--- src/rtl/mod_counter_if.sv ---
// Signal bundle for mod_counter: control inputs from the master side,
// count and event flags back from the counter.
interface mod_counter_if #(
  parameter int WIDTH = 4
);
  logic             clr;
  logic             load;
  logic [WIDTH-1:0] load_val;
  logic             en;
  logic             up;
  logic             sat_mode;
  logic [WIDTH-1:0] cnt;
  logic             tc;
  logic             wrap;
  logic             sat_hit;
  logic             ovf;

  modport master (
    output clr, load, load_val, en, up, sat_mode,
    input  cnt, tc, wrap, sat_hit, ovf
  );

  modport slave (
    input  clr, load, load_val, en, up, sat_mode,
    output cnt, tc, wrap, sat_hit, ovf
  );
endinterface

--- src/rtl/mod_counter.sv ---
// Modulo-(MAX+1) up/down counter with clear, clamped load, wrap/saturate
// mode, a terminal-count look-ahead and wrap/saturation/overflow flags.
module mod_counter #(
  parameter int          WIDTH = 4,
  parameter logic [31:0] MAX   = 15
) (
  input  logic           clk,
  input  logic           rst_n,
  mod_counter_if.slave   bus
);
  localparam logic [WIDTH-1:0] MAX_W = MAX[WIDTH-1:0];
  localparam logic [WIDTH-1:0] ONE_W = {{(WIDTH-1){1'b0}}, 1'b1};

  logic [WIDTH-1:0] cnt_reg;
  logic             wrap_reg;
  logic             sat_hit_reg;
  logic             ovf_reg;
  logic             at_max;
  logic             at_zero;

  assign at_max  = (cnt_reg == MAX_W);
  assign at_zero = (cnt_reg == '0);

  assign bus.cnt     = cnt_reg;
  assign bus.wrap    = wrap_reg;
  assign bus.sat_hit = sat_hit_reg;
  assign bus.ovf     = ovf_reg;
  assign bus.tc      = bus.en & ~bus.clr & ~bus.load &
                       ((bus.up & at_max) | (~bus.up & at_zero));

  // Steps are only taken strictly inside 0..MAX, so the +1/-1 can never
  // leave the range even when MAX fills the whole word.
  always_ff @(posedge clk or negedge rst_n) begin
    if (!rst_n) begin
      cnt_reg     <= '0;
      wrap_reg    <= 1'b0;
      sat_hit_reg <= 1'b0;
      ovf_reg     <= 1'b0;
    end else begin
      wrap_reg    <= 1'b0;
      sat_hit_reg <= 1'b0;
      if (bus.clr) begin
        cnt_reg <= '0;
        ovf_reg <= 1'b0;
      end else if (bus.load) begin
        cnt_reg <= (bus.load_val > MAX_W) ? MAX_W : bus.load_val;
      end else if (bus.en) begin
        if (bus.up) begin
          if (at_max) begin
            ovf_reg <= 1'b1;
            if (bus.sat_mode) begin
              sat_hit_reg <= 1'b1;
            end else begin
              cnt_reg  <= '0;
              wrap_reg <= 1'b1;
            end
          end else begin
            cnt_reg <= cnt_reg + ONE_W;
          end
        end else begin
          if (at_zero) begin
            ovf_reg <= 1'b1;
            if (bus.sat_mode) begin
              sat_hit_reg <= 1'b1;
            end else begin
              cnt_reg  <= MAX_W;
              wrap_reg <= 1'b1;
            end
          end else begin
            cnt_reg <= cnt_reg - ONE_W;
          end
        end
      end
    end
  end
endmodule

--- src/flat_wrapper.sv ---
// flat-port wrapper written by rule: the top's interface ports become plain ports
module mod_counter_flat 
#(
  parameter int          WIDTH = 4,
  parameter logic [31:0] MAX   = 15
)
  (clk, rst_n, bus_clr, bus_load, bus_load_val, bus_en, bus_up, bus_sat_mode, bus_cnt, bus_tc, bus_wrap, bus_sat_hit, bus_ovf);
  mod_counter_if #(.WIDTH(WIDTH)) bus_i ();
  input  logic clk;
  input  logic rst_n;
  input wire logic [$bits(bus_i.clr)-1:0] bus_clr;
  input wire logic [$bits(bus_i.load)-1:0] bus_load;
  input wire logic [$bits(bus_i.load_val)-1:0] bus_load_val;
  input wire logic [$bits(bus_i.en)-1:0] bus_en;
  input wire logic [$bits(bus_i.up)-1:0] bus_up;
  input wire logic [$bits(bus_i.sat_mode)-1:0] bus_sat_mode;
  output wire logic [$bits(bus_i.cnt)-1:0] bus_cnt;
  output wire logic [$bits(bus_i.tc)-1:0] bus_tc;
  output wire logic [$bits(bus_i.wrap)-1:0] bus_wrap;
  output wire logic [$bits(bus_i.sat_hit)-1:0] bus_sat_hit;
  output wire logic [$bits(bus_i.ovf)-1:0] bus_ovf;
  assign bus_i.clr = bus_clr;
  assign bus_i.load = bus_load;
  assign bus_i.load_val = bus_load_val;
  assign bus_i.en = bus_en;
  assign bus_i.up = bus_up;
  assign bus_i.sat_mode = bus_sat_mode;
  assign bus_cnt = bus_i.cnt;
  assign bus_tc = bus_i.tc;
  assign bus_wrap = bus_i.wrap;
  assign bus_sat_hit = bus_i.sat_hit;
  assign bus_ovf = bus_i.ovf;
  mod_counter #(.WIDTH(WIDTH), .MAX(MAX)) u_core (.clk(clk), .rst_n(rst_n), .bus(bus_i));
endmodule
--- config.mk ---
export PLATFORM = sky130hd
export DESIGN_NAME = mod_counter_flat
export DESIGN_NICKNAME = d
export VERILOG_FILES = /design/src/rtl/mod_counter_if.sv /design/src/rtl/mod_counter.sv /design/src/flat_wrapper.sv
export SDC_FILE = /design/constraint.sdc
export NUM_CORES = 1
export LEC_CHECK = 0
export ABC_AREA = 1
export BUFFER_PORTS_ARGS = -buffer_cell sky130_fd_sc_hd__buf_4
export CELL_PAD_IN_SITES_DETAIL_PLACEMENT = 0
export CELL_PAD_IN_SITES_GLOBAL_PLACEMENT = 1
export CORE_MARGIN = 1.5
export CORE_UTILIZATION = 30
export CTS_CLUSTER_SIZE = 16
export DETAILED_ROUTE_END_ITERATION = 10
export PLACE_DENSITY_LB_ADDON = 0.1
export SLEW_MARGIN = 20
export SYNTH_ARGS = -nofsm -noshare
export SYNTH_HDL_FRONTEND = slang
export SYNTH_SLANG_ARGS = --single-unit
--- constraint.sdc ---
create_clock -name clk -period 1.35 [get_ports clk]
set_input_delay 0 -clock clk [delete_from_list [all_inputs] [get_ports clk]]
set_output_delay 0 -clock clk [all_outputs]
set_load 0.02 [all_outputs]
# Word level (Yosys, flattened, before mapping)
# Index checks and enable logic that the tools add are counted.
word_totals:
  reg_bits: 7
  inputBits: 11
  elab_cells: 56
classes:
  addsub: 2
  n_lt_le_gt_ge: 1
  n_eq_ne: 5
  mux: 29
  n_bitwise: 9
  n_reduce_logical: 6
ops:
  columns: ["operator", "count"]
  rows:
  - ["$mux W4", 9]
  - ["$mux W1", 20]
  - ["$ne A5 B5 Y1 const B", 2]
  - ["$reduce_bool A3 Y1", 2]
  - ["$and A1 B1 Y1", 5]
  - ["$add A4 B1 Y4 const B", 1]
  - ["$eq A4 B4 Y1 const B", 1]
  - ["$gt A4 B4 Y1 const B", 1]
  - ["$logic_not A4 Y1", 1]
  - ["$reduce_and A4 Y1", 1]
  - ["$sub A4 B1 Y4 const B", 1]
  - ["$ne A3 B2 Y1 const B", 1]
  - ["$not A1 Y1", 3]
  - ["$reduce_and A3 Y1", 1]
  - ["$ne A2 B2 Y1 const B", 1]
  - ["$reduce_bool A2 Y1", 1]
  - ["$or A1 B1 Y1", 1]

# Depth between registers and ports, before layout
logic_depth:
  word_depth: 6
  ltp_mapped: 9

# Worst setup path before layout
# OpenSTA, ideal clock, no wires.
synth_path:
  path_kind: "flip-flop to flip-flop"
  start: "register u_core.cnt_reg[0], in the netlist u_core.bus.cnt[0]"
  end: "register u_core.sat_hit_reg, in the netlist u_core.bus.sat_hit"
  setup_ns: 0.072
  arrival_time_ns: 1.373
  setup_slack_ns: -0.095
  path_stages_with_launch: 9
  path_buffers: 0
  synth_period_minus_slack_ns: 1.445
  path_cell_list: "dfrtp_1 -> inv_1 -> ha_1 -> nand2_2 -> nand2_2 -> o21ai_2 -> nor3_4 -> inv_2 -> nor2_1"
synth_between:
  elab_chain_len: 6
synth_lines:
  columns: ["item", "line", "rtl"]
  rows:
  - ["start: declaration", "mod_counter.sv:14", "logic [WIDTH-1:0] cnt_reg;"]
  - ["start signal: assignment", "mod_counter.sv:46", "cnt_reg <= (bus.load_val > MAX_W) ? MAX_W : bus.load_val;"]
  - ["start signal: assignment", "mod_counter.sv:58", "cnt_reg <= cnt_reg + ONE_W;"]
  - ["start signal: assignment", "mod_counter.sv:70", "cnt_reg <= cnt_reg - ONE_W;"]
  - ["$eq A4 B4 Y1 or $logic_not A4 Y1 (tied branches)", "mod_counter.sv:21, mod_counter.sv:22", null]
  - ["$mux W1 (on tied branches)", "mod_counter.sv:49, mod_counter.sv:61", null]
  - ["$mux W1 (*)", "mod_counter.sv:48", "if (bus.up) begin"]
  - ["$mux W1 (*)", "mod_counter.sv:47", "end else if (bus.en) begin"]
  - ["$mux W1 (*)", "mod_counter.sv:45", "end else if (bus.load) begin"]
  - ["$mux W1 (*)", "mod_counter.sv:42", "if (bus.clr) begin"]
  - ["end signal: assignment", "mod_counter.sv:37", "sat_hit_reg <= 1'b0;"]
  - ["end signal: assignment", "mod_counter.sv:41", "sat_hit_reg <= 1'b0;"]
  - ["end signal: assignment", "mod_counter.sv:52", "sat_hit_reg <= 1'b1;"]
  - ["end: declaration", "mod_counter.sv:16", "logic sat_hit_reg;"]
# Every way passes the cells marked *; elsewhere a longest branch is shown, timed or not.
# A chain may end at the register's enable or synchronous reset.

# Final worst setup path
layout_path:
  start: "register u_core.cnt_reg[0], in the netlist u_core.bus.cnt[0]"
  end: "output bus_tc"
layout_between:
  elab_chain_len: 4
layout_lines:
  columns: ["item", "line", "rtl"]
  rows:
  - ["$eq A4 B4 Y1 or $logic_not A4 Y1 (tied branches)", "mod_counter.sv:21, mod_counter.sv:22", null]
  - ["$and A1 B1 Y1", "mod_counter.sv:29", "((bus.up & at_max) | (~bus.up & at_zero));"]
  - ["$or A1 B1 Y1 (*)", "mod_counter.sv:29", null]
  - ["$and A1 B1 Y1 (*)", "mod_counter.sv:28", "assign bus.tc = bus.en & ~bus.clr & ~bus.load &"]
  - ["end: declaration", "flat_wrapper.sv:18", "output wire logic [$bits(bus_i.tc)-1:0] bus_tc;"]
# Marked as above.

==> results.md <==
- Clock slew at reported path FFs: 0.06 ns
- N_diodes: 0
- Worst skew pair latency: 0.26 ns
- Hold Path Sink: u_core.bus.ovf
- Total track usage: 16.36%
- Post-route ant nets: 0
- Synth-to-Final Area Change: 53.79%
- Vias in the first global route: 562
- Initial antenna violation count: 0
- # IOs: 19
- Synthesis-stage register bit count: 7
- Total gr overflow: 0
- Setup TNS: -0.01103 ns
- Hold Crit Class: primary input to flop
- Vias/cell: 4.434
- 1st-iter DRT viols: 15
- R2R setup slack: 0.05 ns
- Worst Reg-to-Reg Cells: 10
- CTS Root Cell: clkbuf_4
- TritonCTS clock tree: built
- Sequential area share after synthesis: 31.25%
- Max cap viols: 0
- Static leakage: 0.4690 nW
- Site row count: 15
- Crit path max fanout: 3
- Period utilization: 100.8%
- Depth of the CTS H-tree: 1
- Setup-failing EPs final: 1
- Hpwl dp: 1.127 mm
- Fillcell total: 179
- DRC violations left: 0
- Wire length on met2: 683 um
- Synthesized cell area: 560.5 sq um
- Failing checks: setup timing
- Post-synthesis cell type count: 17
- Vias: 634
- Crit Path Category: flop to primary output
- Clk sinks: 7
- Status: finished, violations left
- Final Max Tran Viols: 0
- Die area: 0.002137 sq mm
- CTS Buf Count: 3
- Max FFs per register: 4
- Mapped Cells: 86
- CTS max path bufs: 2
- Worst slack at placement: 0.05388 ns
- Power density over the cells: 907.9 mW/mm^2
- Clk_skew: 0.006946 ns
- Routed met1 length: 691 um
- Routed wire length: 1.453 mm
- Worst VDD drop: 0.3407 mV
- Layout cell share with drive strength beyond 1: 45.76%
- DR pass1 iterations: 4
- Worst R2R End: u_core.bus.cnt[3]
- RR Startpoint: u_core.bus.cnt[1]
- Syn avg cell area: 6.518 sq um
- Synth warn: 0
- Max layer used: met4
- Horiz. Die Dim: 46.23 um
- Final Hold Vio Count: 0
- CP endpoint kind: primary output
- Slew of the pin with the lowest slew margin: 0.3149 ns
- Initial core utilization: 32.11%
- Core ar.: 0.001745 sq mm
- Final worst setup slack: -0.01103 ns
- Clock period minus worst slack: 1.361 ns
- RSZ-0062 raised after global routing: yes
- Hold Path Origin: bus_clr
- First-pass GRT wire length: 2.415 mm
- RD Place Congestion: 0.7431
- Max-slew headroom: 78.93%
- Avg WL per Cell: 10.16 um
- Arr. time, crit path: 1.36 ns
- Commonest non-fill, non-tap cells in the layout: nand2_1 (26), buf_4 (26), nor2_1 (11)
- Worst hold path depth: 4
- Post-Synthesis Net Count: 99
- NumNets Final: 132
- Die height: 46.23 um
- Critical Path Source Type: flop
- Largest net degree at the start of global routing: 9
- IO Port Bufs: 18
- Max Clk Rate: 734.7 MHz
- WL met3: 50 um
- Critical Path RT: 1.35 ns
-- metal layers --
layer / vias to the layer above / track usage (%)
li1: 331 / -
met3: 4 / 2.353
met5: - / 0
met4: 0 / 8.571
met2: 18 / 25.56
met1: 281 / 21.50
-- timing repair --
action / CTS / global route
endpoints found under the hold margin: 9 / 0
buffers inserted: 8 / 0
resized for setup: 2 / 4
hold buffers: 2 / 0
pin swaps: 3 / 0
setup endpoints to repair: 1 / 5
-- logic make-up after synthesis --
group / after synthesis / share of synthesized area [%]
buffers and inverters: 15 / 11.38
xor gates and xnor gates: 1 / 1.563
AOI/OAI and AO/OA: 5 / 5.134
and+or+nand+nor: 56 / 46.21
DFF: 7 / 31.25
adders and majority gates: 2 / 4.464
-- worst max-delay path by stage --
stage	start	endpoint	depth (start not counted)
after detailed placement	u_core.bus.cnt[2]	u_core.bus.cnt[2]	7
final	u_core.bus.cnt[0]	bus_tc	6
after global placement	u_core.bus.cnt[0]	u_core.bus.wrap	8
after floorplan	u_core.bus.cnt[0]	u_core.bus.sat_hit	8
after global routing	u_core.bus.cnt[1]	bus_tc	7
after CTS	u_core.bus.cnt[0]	bus_tc	6
-- worst max-delay path, stage by stage (launching register included) --
cell,delay (ns)
dfrtp_2,0.39
ha_2,0.19
inv_1,0.05
nor2_2,0.12
o21ai_2,0.09
nor3_4,0.14
buf_6,0.14
-- power breakdown --
group / switching, mW / total (mW) / internal, mW
clock: 0.0834 / 0.192 / 0.108
sequential: 0.0318 / 0.264 / 0.232
combinational: 0.168 / 0.327 / 0.159
-- cells in the mapped netlist --
| cell | count | share of area (%) |
|---|---|---|
| inv_2 | 3 | 2.0 |
| nand2_1 | 26 | 17 |
| buf_6 | 1 | 2.0 |
| nand4_1 | 2 | 2.2 |
| o21ai_1 | 2 | 1.8 |
| dfrtp_1 | 7 | 31 |
| nand2_2 | 5 | 5.6 |
| inv_1 | 11 | 7.4 |
| nand3_1 | 6 | 5.4 |
| xor2_1 | 1 | 1.6 |
| nor2_1 | 13 | 8.7 |
| nor2_2 | 2 | 2.2 |
| ha_1 | 2 | 4.5 |
| nand3_2 | 1 | 1.8 |
| o21ai_0 | 2 | 1.8 |
| nor3_4 | 1 | 2.9 |
| o21ai_2 | 1 | 1.6 |
-- per-stage QoR --
stage	total power [mW]	hold WS, ns	util [%]	instances	cell area, sq um
after global routing	0.8442	0.03745	49.39	143	862.1
after CTS	0.7851	0.01225	49.03	143	855.8
after floorplan	0.4425	-0.2956	-	86	580.6
after global placement	0.5349	-0.1806	42.58	129	743.2
final	0.7827	0.02137	49.39	143	862.1
after detailed placement	0.5341	-0.1801	42.58	129	743.2
-- layout make-up --
| cell class | instances | area (sq um) | area share, % |
|---|---|---|---|
| inverters | 14 | 55.05 | 6.386 |
| clock buffers | 3 | 22.52 | 2.612 |
| well taps | 25 | 31.28 | 3.628 |
| repair buffers | 29 | 226.5 | 26.27 |
| clock inverters | 1 | 5.005 | 0.5806 |
| flip-flops and latches | 7 | 180.2 | 20.90 |
| multi-input cells | 64 | 341.6 | 39.62 |
Note: power is estimated with default switching activity, not from simulation.
